## config.mk

```make
export PLATFORM = sky130hd
export DESIGN_NAME = core_array_feeder
export DESIGN_NICKNAME = d
export VERILOG_FILES = /design/src/rtl/core_array_pkg.sv /design/src/rtl/feeder_lane.sv /design/src/rtl/core_array_feeder.sv
export SDC_FILE = /design/constraint.sdc
export NUM_CORES = 1
export LEC_CHECK = 0
export CAP_MARGIN = 25
export CORE_ASPECT_RATIO = 0.8
export CORE_MARGIN = 2
export CORE_UTILIZATION = 35
export DETAILED_ROUTE_END_ITERATION = 8
export GPL_TIMING_DRIVEN = 0
export MAX_ROUTING_LAYER = met4
export PLACE_DENSITY = 0.55
export SLEW_MARGIN = 15
export SYNTH_ARGS = -nofsm -noshare
export SYNTH_HDL_FRONTEND = slang
export SYNTH_SLANG_ARGS = --single-unit
```

## constraint.sdc

```tcl
create_clock -name clk -period 5.3 [get_ports clk]
set_input_delay 1.06 -clock clk [delete_from_list [all_inputs] [get_ports clk]]
set_output_delay 1.06 -clock clk [all_outputs]
set_load 0.05 [all_outputs]
```

## src/rtl/core_array_pkg.sv

```systemverilog
// Shared definitions for the core array feeder: lane state encoding,
// default widths and timing constants.
package core_array_pkg;

   typedef enum logic [1:0] {
      ST_IDLE  = 2'd0,
      ST_SETUP = 2'd1,
      ST_FILL  = 2'd2,
      ST_HOLD  = 2'd3
   } lane_state_e;

   localparam int DATA_SIZE_DEF  = 8;
   localparam int FIFO_DEPTH_DEF = 4;
   localparam int SETUP_CYC_DEF  = 1;
   localparam int FILL_CYC_DEF   = 1;
   localparam int GAP_CYC_DEF    = 1;

   function automatic int max3(input int a, input int b, input int c);
      int m;
      m = (a > b) ? a : b;
      return (m > c) ? m : c;
   endfunction

endpackage

```

## src/rtl/feeder_lane.sv

```systemverilog
// One feeder lane: word FIFO, IDLE/SETUP/FILL/HOLD strobe sequencer and
// its phase counter. The popped word stays on data_o until the next pop.
module feeder_lane
   import core_array_pkg::*;
#(
   parameter int DW        = DATA_SIZE_DEF,
   parameter int DEPTH     = FIFO_DEPTH_DEF,
   parameter int SETUP_CYC = SETUP_CYC_DEF,
   parameter int FILL_CYC  = FILL_CYC_DEF,
   parameter int GAP_CYC   = GAP_CYC_DEF
) (
   input  logic                     clk,
   input  logic                     rst_n,
   input  logic                     push_i,
   input  logic [DW-1:0]            push_data_i,
   input  logic                     start_i,
   output logic                     empty_o,
   output logic                     full_o,
   output logic                     idle_o,
   output logic [$clog2(DEPTH):0]   level_o,
   output logic [DW-1:0]            data_o,
   output logic                     fill_o
);

   localparam int AW = $clog2(DEPTH);
   localparam int LW = $clog2(DEPTH) + 1;
   localparam int CW = $clog2(max3(SETUP_CYC, FILL_CYC, GAP_CYC)) + 1;

   logic [DW-1:0] mem [DEPTH];
   logic [AW-1:0] wr_ptr_q, rd_ptr_q;
   logic [LW-1:0] level_q;
   logic [DW-1:0] data_q;
   lane_state_e   state_q, state_d;
   logic [CW-1:0] cnt_q, cnt_d;
   logic          fill_q, fill_d;
   logic          pop;

   assign empty_o = (level_q == '0);
   assign full_o  = (level_q == LW'(DEPTH));
   assign idle_o  = (state_q == ST_IDLE);
   assign level_o = level_q;
   assign data_o  = data_q;
   assign fill_o  = fill_q;

   assign pop = idle_o & start_i & ~empty_o;

   // Storage array carries no reset so it maps onto RAM primitives.
   always_ff @(posedge clk) begin
      if (push_i) mem[wr_ptr_q] <= push_data_i;
   end

   always_ff @(posedge clk or negedge rst_n) begin
      if (!rst_n) begin
         wr_ptr_q <= '0;
         rd_ptr_q <= '0;
         level_q  <= '0;
         data_q   <= '0;
      end else begin
         if (push_i) wr_ptr_q <= wr_ptr_q + AW'(1);
         if (pop) begin
            rd_ptr_q <= rd_ptr_q + AW'(1);
            data_q   <= mem[rd_ptr_q];
         end
         case ({push_i, pop})
            2'b10:   level_q <= level_q + LW'(1);
            2'b01:   level_q <= level_q - LW'(1);
            default: level_q <= level_q;
         endcase
      end
   end

   always_ff @(posedge clk or negedge rst_n) begin
      if (!rst_n) begin
         state_q <= ST_IDLE;
         cnt_q   <= '0;
         fill_q  <= 1'b0;
      end else begin
         state_q <= state_d;
         cnt_q   <= cnt_d;
         fill_q  <= fill_d;
      end
   end

   // Counter is loaded with (cycles-1) on every state entry and counts down.
   always_comb begin
      state_d = state_q;
      cnt_d   = cnt_q;
      case (state_q)
         ST_IDLE: begin
            if (pop) begin
               state_d = ST_SETUP;
               cnt_d   = CW'(SETUP_CYC - 1);
            end
         end
         ST_SETUP: begin
            if (cnt_q == '0) begin
               state_d = ST_FILL;
               cnt_d   = CW'(FILL_CYC - 1);
            end else begin
               cnt_d = cnt_q - CW'(1);
            end
         end
         ST_FILL: begin
            if (cnt_q == '0) begin
               state_d = ST_HOLD;
               cnt_d   = CW'(GAP_CYC - 1);
            end else begin
               cnt_d = cnt_q - CW'(1);
            end
         end
         ST_HOLD: begin
            if (cnt_q == '0) begin
               state_d = ST_IDLE;
               cnt_d   = '0;
            end else begin
               cnt_d = cnt_q - CW'(1);
            end
         end
         default: begin
            state_d = ST_IDLE;
            cnt_d   = '0;
         end
      endcase
      fill_d = (state_d == ST_FILL);
   end

endmodule

```

## src/rtl/core_array_feeder.sv

```systemverilog
// Front end for the 2x2 core array: steers tagged input words into two
// lane feeders and optionally aligns their strobes.
module core_array_feeder
   import core_array_pkg::*;
#(
   parameter int data_size  = DATA_SIZE_DEF,
   parameter int FIFO_DEPTH = FIFO_DEPTH_DEF,
   parameter int SETUP_CYC  = SETUP_CYC_DEF,
   parameter int FILL_CYC   = FILL_CYC_DEF,
   parameter int GAP_CYC    = GAP_CYC_DEF
) (
   input  logic                          clk,
   input  logic                          rst_n,
   input  logic                          s_valid,
   output logic                          s_ready,
   input  logic [data_size-1:0]          s_data,
   input  logic                          s_lane,
   input  logic                          sync_en,
   output logic [data_size-1:0]          arr_data1,
   output logic                          arr_fill1,
   output logic [data_size-1:0]          arr_data2,
   output logic                          arr_fill2,
   output logic [$clog2(FIFO_DEPTH):0]   level1,
   output logic [$clog2(FIFO_DEPTH):0]   level2,
   output logic                          busy
);

   localparam int LW = $clog2(FIFO_DEPTH) + 1;

   logic                 ready_en_q;
   logic [1:0]           lane_push, lane_start, lane_empty, lane_full, lane_idle, lane_fill;
   logic [data_size-1:0] lane_data  [2];
   logic [LW-1:0]        lane_level [2];
   logic                 sync_start;

   // Holds s_ready low until the first clock edge after reset release.
   always_ff @(posedge clk or negedge rst_n) begin
      if (!rst_n) ready_en_q <= 1'b0;
      else        ready_en_q <= 1'b1;
   end

   assign s_ready    = ready_en_q & ~(s_lane ? lane_full[1] : lane_full[0]);
   assign sync_start = (&(~lane_empty)) & (&lane_idle);

   for (genvar gi = 0; gi < 2; gi++) begin : g_lane
      assign lane_push[gi]  = s_valid & s_ready & (s_lane == 1'(gi));
      assign lane_start[gi] = sync_en ? sync_start : ~lane_empty[gi];

      feeder_lane #(
         .DW        (data_size),
         .DEPTH     (FIFO_DEPTH),
         .SETUP_CYC (SETUP_CYC),
         .FILL_CYC  (FILL_CYC),
         .GAP_CYC   (GAP_CYC)
      ) u_lane (
         .clk         (clk),
         .rst_n       (rst_n),
         .push_i      (lane_push[gi]),
         .push_data_i (s_data),
         .start_i     (lane_start[gi]),
         .empty_o     (lane_empty[gi]),
         .full_o      (lane_full[gi]),
         .idle_o      (lane_idle[gi]),
         .level_o     (lane_level[gi]),
         .data_o      (lane_data[gi]),
         .fill_o      (lane_fill[gi])
      );
   end

   assign arr_data1 = lane_data[0];
   assign arr_fill1 = lane_fill[0];
   assign arr_data2 = lane_data[1];
   assign arr_fill2 = lane_fill[1];
   assign level1    = lane_level[0];
   assign level2    = lane_level[1];
   assign busy      = ~(&lane_empty) | ~(&lane_idle);

endmodule

```

### After elaboration in Yosys (flattened, before gate mapping)

Memory sizes are Yosys's and may differ from the RTL's. A register that Yosys moved wholly into a read port is not among the register bits.
Cells that the tools add are included.

| word-level totals | value |
|---|---|
| register bits after elaboration | 23 |
| bits in writable memories | 64 |
| input port bits | 13 |
| logic and storage cells | 96 |
| memories kept | 2 |

Memory list:

| memory | words | bits a word | read ports | clocked after Yosys merged registers in | wr ports | line | text |
|---|---|---|---|---|---|---|---|
| g_lane[0].u_lane.mem | 4 | 8 | 1 | 1 | 1 | feeder_lane.sv:29 | `logic [DW-1:0] mem [DEPTH];` |
| g_lane[1].u_lane.mem | 4 | 8 | 1 | 1 | 1 | feeder_lane.sv:29 |  |

| operators by class | value |
|---|---|
| add/subtract/negate cells | 10 |
| equal/unequal tests | 16 |
| mux-type cells | 25 |
| bitwise gates (word level) | 17 |
| reductions and logical operators | 13 |

Operators by type and width:

| operator | count |
|---|---|
| == test 2 bit (second input constant) | 8 |
| 2-to-1 mux 2 bit | 8 |
| one-hot mux 2 bit (4 select lines) | 2 |
| one-hot mux 3 bit (2 select lines) | 2 |
| 2-to-1 mux 1 bit | 11 |
| bitwise AND 1 bit | 9 |
| adder 2 x 1 -> 2 bit (second input constant) | 4 |
| == test 2 x 1 -> 1 bit (second input constant) | 4 |
| adder 3 x 1 -> 3 bit (second input constant) | 2 |
| == test 3 bit (second input constant) | 2 |
| zero test 3 bit | 2 |
| NOT 1 bit | 6 |
| AND reduction 2 bit | 3 |
| OR reduction 3 bit | 2 |
| subtractor 3 x 1 -> 3 bit (second input constant) | 2 |
| zero test 2 bit | 2 |
| != test 2 bit (second input constant) | 2 |
| one-hot mux 1 bit (2 select lines) | 2 |
| nonzero test 2 bit | 2 |
| zero test 1 bit | 2 |
| NOT 2 bit | 1 |
| subtractor 1 bit (second input constant) | 2 |
| bitwise OR 1 bit | 1 |

### Longest topological paths before layout

| depth | value |
|---|---|
| word-level depth | 10 |
| mapped depth | 11 |

### Cells and area by module

From an unflattened synthesis, not the netlist that was laid out.

| second synthesis, totals | value |
|---|---|
| cells, all modules | 259 |
| area total of the unflattened synthesis | 4115.2 um^2 |

Modules (own cells, without submodules):

| module | times used | cells each | area an instance (um^2) |
|---|---|---|---|
| feeder_lane | 2 | 124 | 2013.2 |
| core_array_feeder | 1 | 11 | 88.8 |

### Least setup slack after synthesis

OpenSTA, ideal clock, no wires.

| path | value |
|---|---|
| kind | input to output |
| start point | input port s_lane |
| end point | output port s_ready |
| arrival | 2.378 ns |
| required time | 4.240 ns |
| setup slack | 1.862 ns |
| cell stages on the path | 2 |
| buffers on the path | 0 |
| cells stage by stage | nor4b_1 > a311oi_1 |

| on the way | value |
|---|---|
| cells in the longest elaborated chain, start to end | 3 |

Ends and longest elaborated chain:

| element | line | text |
|---|---|---|
| start, declared | core_array_feeder.sv:17 | `input logic s_lane,` |
| 2-to-1 mux 1 bit | core_array_feeder.sv:42 | `assign s_ready = ready_en_q & ~(s_lane ? lane_full[1] : lane_full[0]);` |
| NOT 1 bit | core_array_feeder.sv:42 |  |
| bitwise AND 1 bit | core_array_feeder.sv:42 |  |
| end, declared | core_array_feeder.sv:15 | `output logic s_ready,` |

Every way passes these cells.

### Worst setup path in the final report

Same ends and word-level chain as after synthesis.

==> results by group <==
Setup path
  – Most common cell on crit path: clkdlybuf4s50_1
  – Worst Path Buf+Inv: 2
  – Critical path peak fanout: 4
  – CP max stage cell: clkdlybuf4s50_1
  – Crit-path cells: clkdlybuf4s50_1, nor4b_1, a311oi_1, clkdlybuf4s50_1
  – Worst R2R Start: g_lane[0].u_lane.state_q[0]$_DFF_PN0_
  – Crit path kind: in2out
  – RR Endpoint: g_lane[1].u_lane.level_o[2]$_DFFE_PN0P_
  – CP startpoint kind: input pin
  – R2R setup slack: 2770 ps
  – Req. time, crit path: ~4200 ps
  – Crit. End Element: output port
  – Worst Path Arrival: 2820 ps
  – R2R cell count: 10
  – Cell family with most CP delay: buffers and inverters
  – CP max stage delay: about 840 ps

STA
  – Slew margin rel.: 61.2%
  – Period utilisation layout: approximately three quarters
  – Slew of the pin with the lowest slew margin: around 580 ps
  – Skew final: 5.01 ps
  – Final hold viol count: 0
  – RSZ-0062 raised after global routing: no
  – Setup Viol. Count Final: 0
  – Fmax: 257 MHz
  – Final Max Slew Viols: 0
  – Worst hold margin: 513 ps
  – TNS Setup: 0 ps
  – Final min period: a little under 4000 ps

Power
  – Max rail drop VDD: 0.324 mV
  – Power share of the clock group: 21.7%
  – Sequential fraction of design power: 37.3%
  – P_sw: 0.00111 W
  – Total power: 0.00305 W
  – Int Pwr: about 0.0019 W
  – Switching Share: 36.5%
  – Power per cell area: 605 nW/um^2
  – Logic pwr share: approximately two fifths
  – Leakage power: 1.87 nW

Cells and area
  – Area growth syn-to-layout: 21.2%
  – Final Net Count: 308
  – Fill cells: between 1k and 1.5k
  – Post-layout util: about 44%
  – Share of post-route cells with drive strength above 1: 21.0%
  – Non-Filler Instances: 429
  – Antenna diode count: 0

Run
  – Max-Cap Viols: 0

Place
  – Inst Count DP: 413
  – DP HPWL: 4840 um
  – Placer congestion estimate: approximately 0.70
  – I/O Buffers: 38

GRT
  – Largest net degree at the start of global routing: 33
  – Initial antenna violation count: 0
  – Grt ovf: 0
  – First-pass GRT wire length: 11700 um
  – Tot GR Track Use: 12.6%
  – Vias in the first global route: between 2k and 2.5k

Clock network
  – CTS Buf Count: 9
  – Resized cells post-CTS: 0
  – Hold Buf Count CTS: 0
  – Buffer count from post-CTS setup fixing: 0
  – Htree depth: 3
  – Max Root-Sink Buffers: 2
  – Buffer type at the clock tree root: clkbuf_16
  – Clk Latency, worst-skew pair: around 340 ps
  – CTS tree: yes
  – Clk slew on worst S/H paths: about 70 ps
  – Sink Count: 101

Logic synthesis
  – Post-Syn Area: 4170 um^2
  – #FFs+latches synth: 101
  – Number of library cell types mapped by synthesis: 32
  – Net Count, Synth: ~260
  – Main flop type after synthesis: edfxtp_1
  – Top cell type's share of synthesized area: 46.1%
  – Mapped Cells: 226
  – Average size of a mapped cell: 18.4 um^2
  – Synth async-reset ratio: 36.6%
  – Synth top area cells: edfxtp_1 (46%), dfrtp_1 (22%), mux4_2 (8.7%)
  – Post-synth EDFFs: 64
  – Cell taking the most area after synthesis: edfxtp_1
  – Register area share after synthesis: roughly two thirds
  – YS warnings: 0

Min path
  – Hold WC Path Type: reg2reg
  – Hold Path Depth: 1
  – Hold Path Origin: g_lane[1].u_lane.data_o[4]$_DFFE_PN0P_
  – Min-Delay Endpoint: g_lane[1].u_lane.data_o[4]$_DFFE_PN0P_

Detailed routing
  – Routed vias/inst: 4.55
  – Routed Wire Length: 7110 um
  – Avg WL per Cell: approximately 17 um
  – Drt pass-1 iters: 4
  – DR iter-0 viols: between 100 and 150
  – Via count: 1951
  – Post-route ant nets: 0
  – # DRC: 0

Die
  – Num ports: 39
  – Row cnt: 35
  – Core ar.: 11600 um^2
  – Initial Utilization: 36.0%
  – Die width: 126 um
  – Die Height: 102 um
  – Die area: around 13000 um^2

Run status
  – Status: finished, final reports clean
## layout by cell type (no fill, tap or decap), drive strengths merged, types with 2 or more instances in the layout
master / Yosys / final
clkdlybuf4s50: 0 / 37
nor3: 2 / 2
ha: 17 / 17
dfrtp: 37 / 37
clkinv: 0 / 2
xnor2: 6 / 6
a211oi: 2 / 2
nor2: 3 / 3
o21ai: 2 / 2
o22a: 2 / 2
a311oi: 2 / 2
a21oi: 4 / 4
and2: 8 / 8
xor2: 6 / 6
mux2: 18 / 18
clkbuf: 1 / 13
edfxtp: 64 / 64
nand2: 5 / 5
buf: 4 / 6
o31ai: 2 / 2
mux4: 16 / 16
fa: 2 / 2
inv: 19 / 19
## worst reg2reg max path, stage by stage, from the launching register on
cell and delay [ps]:
dfrtp_1 390, inv_1 120, ha_1 270, o31ai_4 160, a21oi_4 420, ha_1 260, inv_1 60, fa_1 370
xor2_1 150, nor2_1 110, xor2_1 150
## per-layer routing
metal	vias up	share of wire (%)	global-route usage, %
li1	932	-	-
met1	980	51	17.7
met2	30	45	17.8
met3	9	3.4	4.23
met4	0	1.1	3.30
met5	-	0	-
## Yosys cell counts, types with 2 or more instances
library cell and count:
nor3_1 2, nor2_1 3, nand2_1 5, mux4_2 16
inv_1 19, a21oi_1 2, a211oi_1 2, o21ai_0 2
xnor2_1 6, and2_1 8, xor2_1 6, mux2_4 7
fa_1 2, mux2_2 11, buf_2 2, edfxtp_1 64
o31ai_4 2, dfrtp_1 37, ha_1 17
## area by class of cell
| type | instances | area [um^2] | area share, % |
|---|---|---|---|
| timing repair buffer | 39 | 395 | 7.83 |
| clock inverter | 4 | 46.3 | 0.917 |
| sequential | 101 | 2850 | 56.4 |
| tap | 148 | 185 | 3.67 |
| clock buffer | 12 | 256 | 5.08 |
| inverter | 19 | 71.3 | 1.41 |
| buffer | 5 | 28.8 | 0.570 |
| multi-input combinational | 101 | 1220 | 24.1 |
## kinds of logic after synthesis
logic type,Yosys count,synth area share (%)
buffers and inverters,24,2.40
DFF,101,68.4
adders and majority gates,19,6.07
xor gates and xnor gates,12,2.52
muxes,34,14.1
AOI/OAI and AO/OA,14,3.76
and+or+nand+nor,21,2.64
other,1,0.0900
## power by group through the flow
stage,Clock (W),Combinational [W],Sequential [W]
floorplan,0,0.000603,0.00146
global placement,0,0.00126,0.00115
detailed placement,0,0.00127,0.00116
CTS,0.000683,0.00128,0.00114
global route,0.000713,0.00136,0.00116
finish,0.000663,0.00125,0.00114
## flip-flops by register name, summed over array words and instances (netlist names)
register / count
g_lane.u_lane.level_o: 6
g_lane.u_lane.wr_ptr_q: 4
g_lane.u_lane.mem: 64
g_lane.u_lane.state_q: 4
g_lane.u_lane.data_o: 16
g_lane.u_lane.rd_ptr_q: 4
ready_en_q: 1
g_lane.u_lane.fill_o: 2
## per-stage QoR
stage / setup slack [ps] / area [um^2]
floorplan: 1860 / 4170
global placement: 1410 / 4730
detailed placement: 1400 / 4750
CTS: 1390 / 5050
global route: 1320 / 5050
finish: 1420 / 5050
## worst max path at each step
stage | from | endpoint | cells past startpoint
2_1_floorplan | s_lane | s_ready | 2
3_3_place_gp | s_lane | s_ready | 4
3_5_place_dp | s_lane | s_ready | 4
4_1_cts | s_lane | s_ready | 4
5_1_grt | s_lane | s_ready | 4
6_report | s_lane | s_ready | 4
No activity file was read; power rests on OpenSTA's default activity.
